--- src/rtl/pc_fetch_sequencer.sv ---
// Front-end sequencer: owns the PC write-enable/next-value decision and the single
// outstanding instruction fetch, including redirect latching and wrong-path flushes.
module pc_fetch_sequencer #(
    parameter logic [31:0] RESET_VECTOR = 32'h0000_0000,
    parameter logic [31:0] TRAP_VECTOR  = 32'h0000_0100,
    parameter int unsigned PC_STEP      = 4
) (
    input  logic        clk,
    input  logic        res,
    input  logic [31:0] pc_cur,
    output logic        pc_write,
    output logic [31:0] pc_next,
    output logic        imem_req,
    output logic [31:0] imem_addr,
    input  logic        imem_ack,
    input  logic        stall,
    input  logic        br_taken,
    input  logic [31:0] br_target,
    input  logic        jmp,
    input  logic [31:0] jmp_target,
    input  logic        trap,
    output logic        flush,
    output logic        redirect_pending
);

    localparam logic [1:0] ST_BOOT  = 2'd0;
    localparam logic [1:0] ST_FETCH = 2'd1;
    localparam logic [1:0] ST_HOLD  = 2'd2;

    logic [1:0]  state_q, state_d;
    logic        pend_valid_q, pend_valid_d;
    logic        pend_trap_q, pend_trap_d;
    logic [31:0] pend_target_q, pend_target_d;

    logic        redir;
    logic [31:0] redir_target;
    logic        keep_pend;
    logic [31:0] seq_pc;
    logic        write_c, flush_c, req_c;
    logic [31:0] next_c;

    // Redirect source selection: trap > jmp > br_taken, targets word-aligned.
    always_comb begin
        redir = trap | jmp | br_taken;
        if (trap)     redir_target = TRAP_VECTOR;
        else if (jmp) redir_target = jmp_target;
        else          redir_target = br_target;
        redir_target[1:0] = 2'b00;
        // A latched trap may only be displaced by another trap.
        keep_pend = pend_valid_q & pend_trap_q & ~trap;
        seq_pc    = pc_cur + 32'(PC_STEP);
    end

    always_comb begin
        // NOTE: every signal gets a default first so no path leaves it unassigned (no latch).
        state_d       = state_q;
        pend_valid_d  = pend_valid_q;
        pend_trap_d   = pend_trap_q;
        pend_target_d = pend_target_q;
        write_c       = 1'b0;
        flush_c       = 1'b0;
        req_c         = 1'b0;
        next_c        = '0;

        case (state_q)
            ST_BOOT: begin
                write_c = 1'b1;
                next_c  = {RESET_VECTOR[31:2], 2'b00};
                state_d = ST_FETCH;
            end
            ST_FETCH: begin
                req_c = 1'b1;
                if (!imem_ack) begin
                    if (redir && !keep_pend) begin
                        pend_valid_d  = 1'b1;
                        pend_trap_d   = trap;
                        pend_target_d = redir_target;
                    end
                end else if (redir || pend_valid_q) begin
                    write_c      = 1'b1;
                    flush_c      = 1'b1;
                    next_c       = (redir && !keep_pend) ? redir_target : pend_target_q;
                    pend_valid_d = 1'b0;
                    pend_trap_d  = 1'b0;
                end else if (!stall) begin
                    write_c = 1'b1;
                    next_c  = seq_pc;
                end else begin
                    state_d = ST_HOLD;
                end
            end
            ST_HOLD: begin
                if (redir) begin
                    write_c = 1'b1;
                    flush_c = 1'b1;
                    next_c  = redir_target;
                    state_d = ST_FETCH;
                end else if (!stall) begin
                    write_c = 1'b1;
                    next_c  = seq_pc;
                    state_d = ST_FETCH;
                end
            end
            default: state_d = ST_BOOT;
        endcase
    end

    // NOTE: state flops use non-blocking assignments so all of them update together at the edge.
    always_ff @(posedge clk or negedge res) begin
        if (!res) begin
            state_q       <= ST_BOOT;
            pend_valid_q  <= 1'b0;
            pend_trap_q   <= 1'b0;
            pend_target_q <= '0;
        end else begin
            state_q       <= state_d;
            pend_valid_q  <= pend_valid_d;
            pend_trap_q   <= pend_trap_d;
            pend_target_q <= pend_target_d;
        end
    end

    // BOOT decodes to a write, so the combinational outputs are gated while reset is held.
    assign pc_write         = res & write_c;
    assign pc_next          = res ? next_c : '0;
    assign flush            = res & flush_c;
    assign imem_req         = res & req_c;
    assign imem_addr        = pc_cur;
    assign redirect_pending = pend_valid_q;

endmodule

--- config.mk ---
export PLATFORM = sky130hd
export DESIGN_NAME = pc_fetch_sequencer
export DESIGN_NICKNAME = d
export VERILOG_FILES = /design/src/rtl/pc_fetch_sequencer.sv
export SDC_FILE = /design/constraint.sdc
export NUM_CORES = 1
export LEC_CHECK = 0
export ABC_AREA = 1
export BUFFER_PORTS_ARGS = -buffer_cell sky130_fd_sc_hd__buf_2
export CORE_MARGIN = 3
export CORE_UTILIZATION = 50
export DETAILED_ROUTE_END_ITERATION = 12
export PLACE_DENSITY = 0.8
export SYNTH_ARGS = -nofsm -noshare
export SYNTH_HDL_FRONTEND = slang
export SYNTH_SLANG_ARGS = --single-unit
export TNS_END_PERCENT = 50
--- constraint.sdc ---
create_clock -name clk -period 2.28 [get_ports clk]
set_input_delay 0.456 -clock clk [delete_from_list [all_inputs] [get_ports clk]]
set_output_delay 0.456 -clock clk [all_outputs]
set_load 0.05 [all_outputs]
==> flow_summary.ini <==
[logic_synthesis]
syn_area_per_cell_um2 = 5.94
yosys.area.top_type_share_pct = 21.2
synth_area_um2 = 4250
synth.net_count = 823
ys_ff_latch = 36
async_flop_share_pct = 100
synth_cell_types = 41
ys_top_cells_by_area = dfrtp_1, nand2_1, nor2_1
ys_seq_area_share_pct = 21.2
synth_edf_count = 0
synthCells = 715
synth_flop_cell = dfrtp_1
synth.largest_area_cell = dfrtp_1
yosysWarnings = 0

[timing]
tightest_slew_ps = 485
final.setup_skew_ps = 5.61
hold_violations = 0
rsz0062_at_grt = yes
setup_slack_ps = -283
finalCriticalPeriod_ps = 2560
finalHoldWorstSlack_ps = 299
tns_ps = -6050
maxSlewViolCount = 0
slew_headroom_pct = 67.7
period_share_pct = 112
setup_violations = 33
max_freq_mhz = 390

[clock_tree]
clock_latency_ps = 290
ctsHoldBuffers = 0
cts_buffers = 5
cts_sinks = 36
tritoncts = yes
cts_max_level = 2
cts_root_buffer = clkbuf_8
cts.path.max_buffers = 2
cts.clk_slew.worst_paths_ps = 70

[placement]
dp_hpwl_mm = 13.5
dpl_cell_area_um2 = 5940
numPortBuffers = 166
gp_congestion = 0.999
dp_slack_ps = -293
place_inst = 1040

[critical_path]
r2r-start = state_q[1]
critical_path.max_stage_delay_ps = 400
r2r_end = pend_target_q[24]
worstPathArrival_ps = 2110
critPathMaxFanout = 7
crit_slowest_cell = dfrtp_1
worst-path-buf-inv = 4
r2r_cells = 12
worstPathCellList = buf_4 > ha_4 > nand2_4 > inv_2 > o21ai_0 > o21ai_1 > o21ai_1 > buf_4 > a21oi_4 > buf_6
critical-path-top-delay-family = buffers and inverters
critPathLaunchType = flop
path_class = reg -> out
setup.worst_path.end_class = primary output
r2r_slack_ps = 90
cp.required_ps = 1820

[min_path]
holdCritPathClass = in -> async

[cells_and_area]
nets = 1066
drive_above_1_share_pct = 45.1
area_growth_pct = 60.6
final_core_util_pct = 85.6
layout_common_cells = nand2_1, buf_2, buf_4, nor2_1, inv_1
layout_commonest_cell = nand2_1
diodes = 0
stdcell_area_um2 = 6820
final_cells = 1060

[grt]
grt_remaining_overflow = 0
track_usage_pct = 35.6
grt_max_degree = 37
grt_pass1_vias = 5726
grt_pass1_wl_mm = 28.2
antenna_found_initial = 0

[power]
power_mw = 4.54
powerDensity_nw_per_um2 = 666
leakage_nw = 3.38
vdd_drop_max_mv = 0.609

[route]
avgViaCountPerCell = 5.87
routed_wl_mm = 19.0
wire_per_inst_um = 17.9
drc = 0
drt_pre_antenna_iters = 6
route.vias.total = 6217
drt_iter0_markers = 645
postRouteAntennaNets = 0

[floorplan]
rows = 32
coreArea_um2 = 7970
dieHeight_um = 98.2
die_w_um = 98.2
num_io_pins = 171
dieArea_um2 = 9640
start_util_pct = 53.3

[outcome]
status = finished with violations
violations = negative setup slack

[flow_run]
maxCapViolCount = 0
power breakdown:
part | switching, mW | internal, mW | total, mW
registers | 0.172 | 0.917 | 1.09
logic | 1.90 | 1.12 | 3.01
clock network | 0.233 | 0.208 | 0.441
total | 2.30 | 2.24 | 4.54
repair_timing:
| item | 4_1_cts | 5_1_grt |
|---|---|---|
| cloned | 1 | 1 |
| endpoints found under the setup margin | 34 | 34 |
| setup buffers | 8 | 4 |
| pin swaps | 28 | 25 |
| gates resized for setup | 139 | 69 |
cell usage after synthesis, types with 2 or more instances:
master,instances
nand3b_1,2
inv_1,82
nand4_1,16
o22ai_1,12
buf_2,12
nor3_1,6
nor2_1,125
nor4_1,3
o31ai_1,4
o21ai_1,2
o211ai_1,5
inv_2,4
o21ai_0,84
buf_4,34
nand3_2,2
clkbuf_1,9
nand3_1,39
nand2_1,157
nand2_4,2
xor2_1,2
mux2_2,3
a32oi_1,5
buf_6,3
a31oi_1,4
dfrtp_1,36
nor2_8,4
ha_1,5
nor2_4,2
xnor2_1,2
or2_2,8
a21oi_1,31
layout make-up:
type	count	area [um2]
Multi-Input combinational cell	533	3170
Sequential cell	36	903
Fill cell	486	1150
Inverter	88	355
Tap cell	102	128
Timing Repair Buffer	294	2180
Clock buffer	6	72.6
Clock inverter	1	5.00
logic make-up after synthesis:
family,share of synthesized area [%]
AO/OA/AOI/OAI,19.6
buffers and inverters,17.3
adder cells (fa/ha/maj),1.47
multiplexers,0.795
AND/OR/NAND/NOR,38.7
XOR/XNOR,0.825
flip-flops,21.2
metal layers:
| layer | up-vias | track usage [%] | part of all wire (%) |
|---|---|---|---|
| li1 | 2785 | - | - |
| met1 | 2843 | 44.5 | 37 |
| met2 | 490 | 62.4 | 48 |
| met3 | 99 | 5.14 | 10 |
| met4 | 0 | 12.8 | 4.8 |
| met5 | - | 0 | 0 |
registers in the layout, summed over array words and instances (netlist names):
| register | flops |
|---|---|
| redirect_pending | 1 |
| state_q | 2 |
| pend_target_q | 32 |
| pend_trap_q | 1 |
worst register-to-register path, cell delays in order, from the launching register on:
cell     delay [ps]
dfrtp_1         400
inv_2            90
ha_4            150
buf_6           110
inv_2            50
buf_4           130
buf_4           130
nor2_1          100
inv_1            90
nor2_4          220
inv_2           190
buf_12          200
o21ai_0         240
worst max-delay path by stage:
stage / start / endpoint / slack, ps / cells after the start
after floorplan: jmp / pc_next[8] / -240 / 9
after global placement: state_q[1] / pc_next[4] / -250 / 10
after detailed placement: jmp / pc_next[4] / -290 / 11
after CTS: state_q[0] / pc_next[15] / -190 / 10
after global routing: state_q[0] / pc_next[17] / -320 / 9
final: state_q[1] / pc_next[23] / -280 / 10
Power figures use the tool's default switching activity.
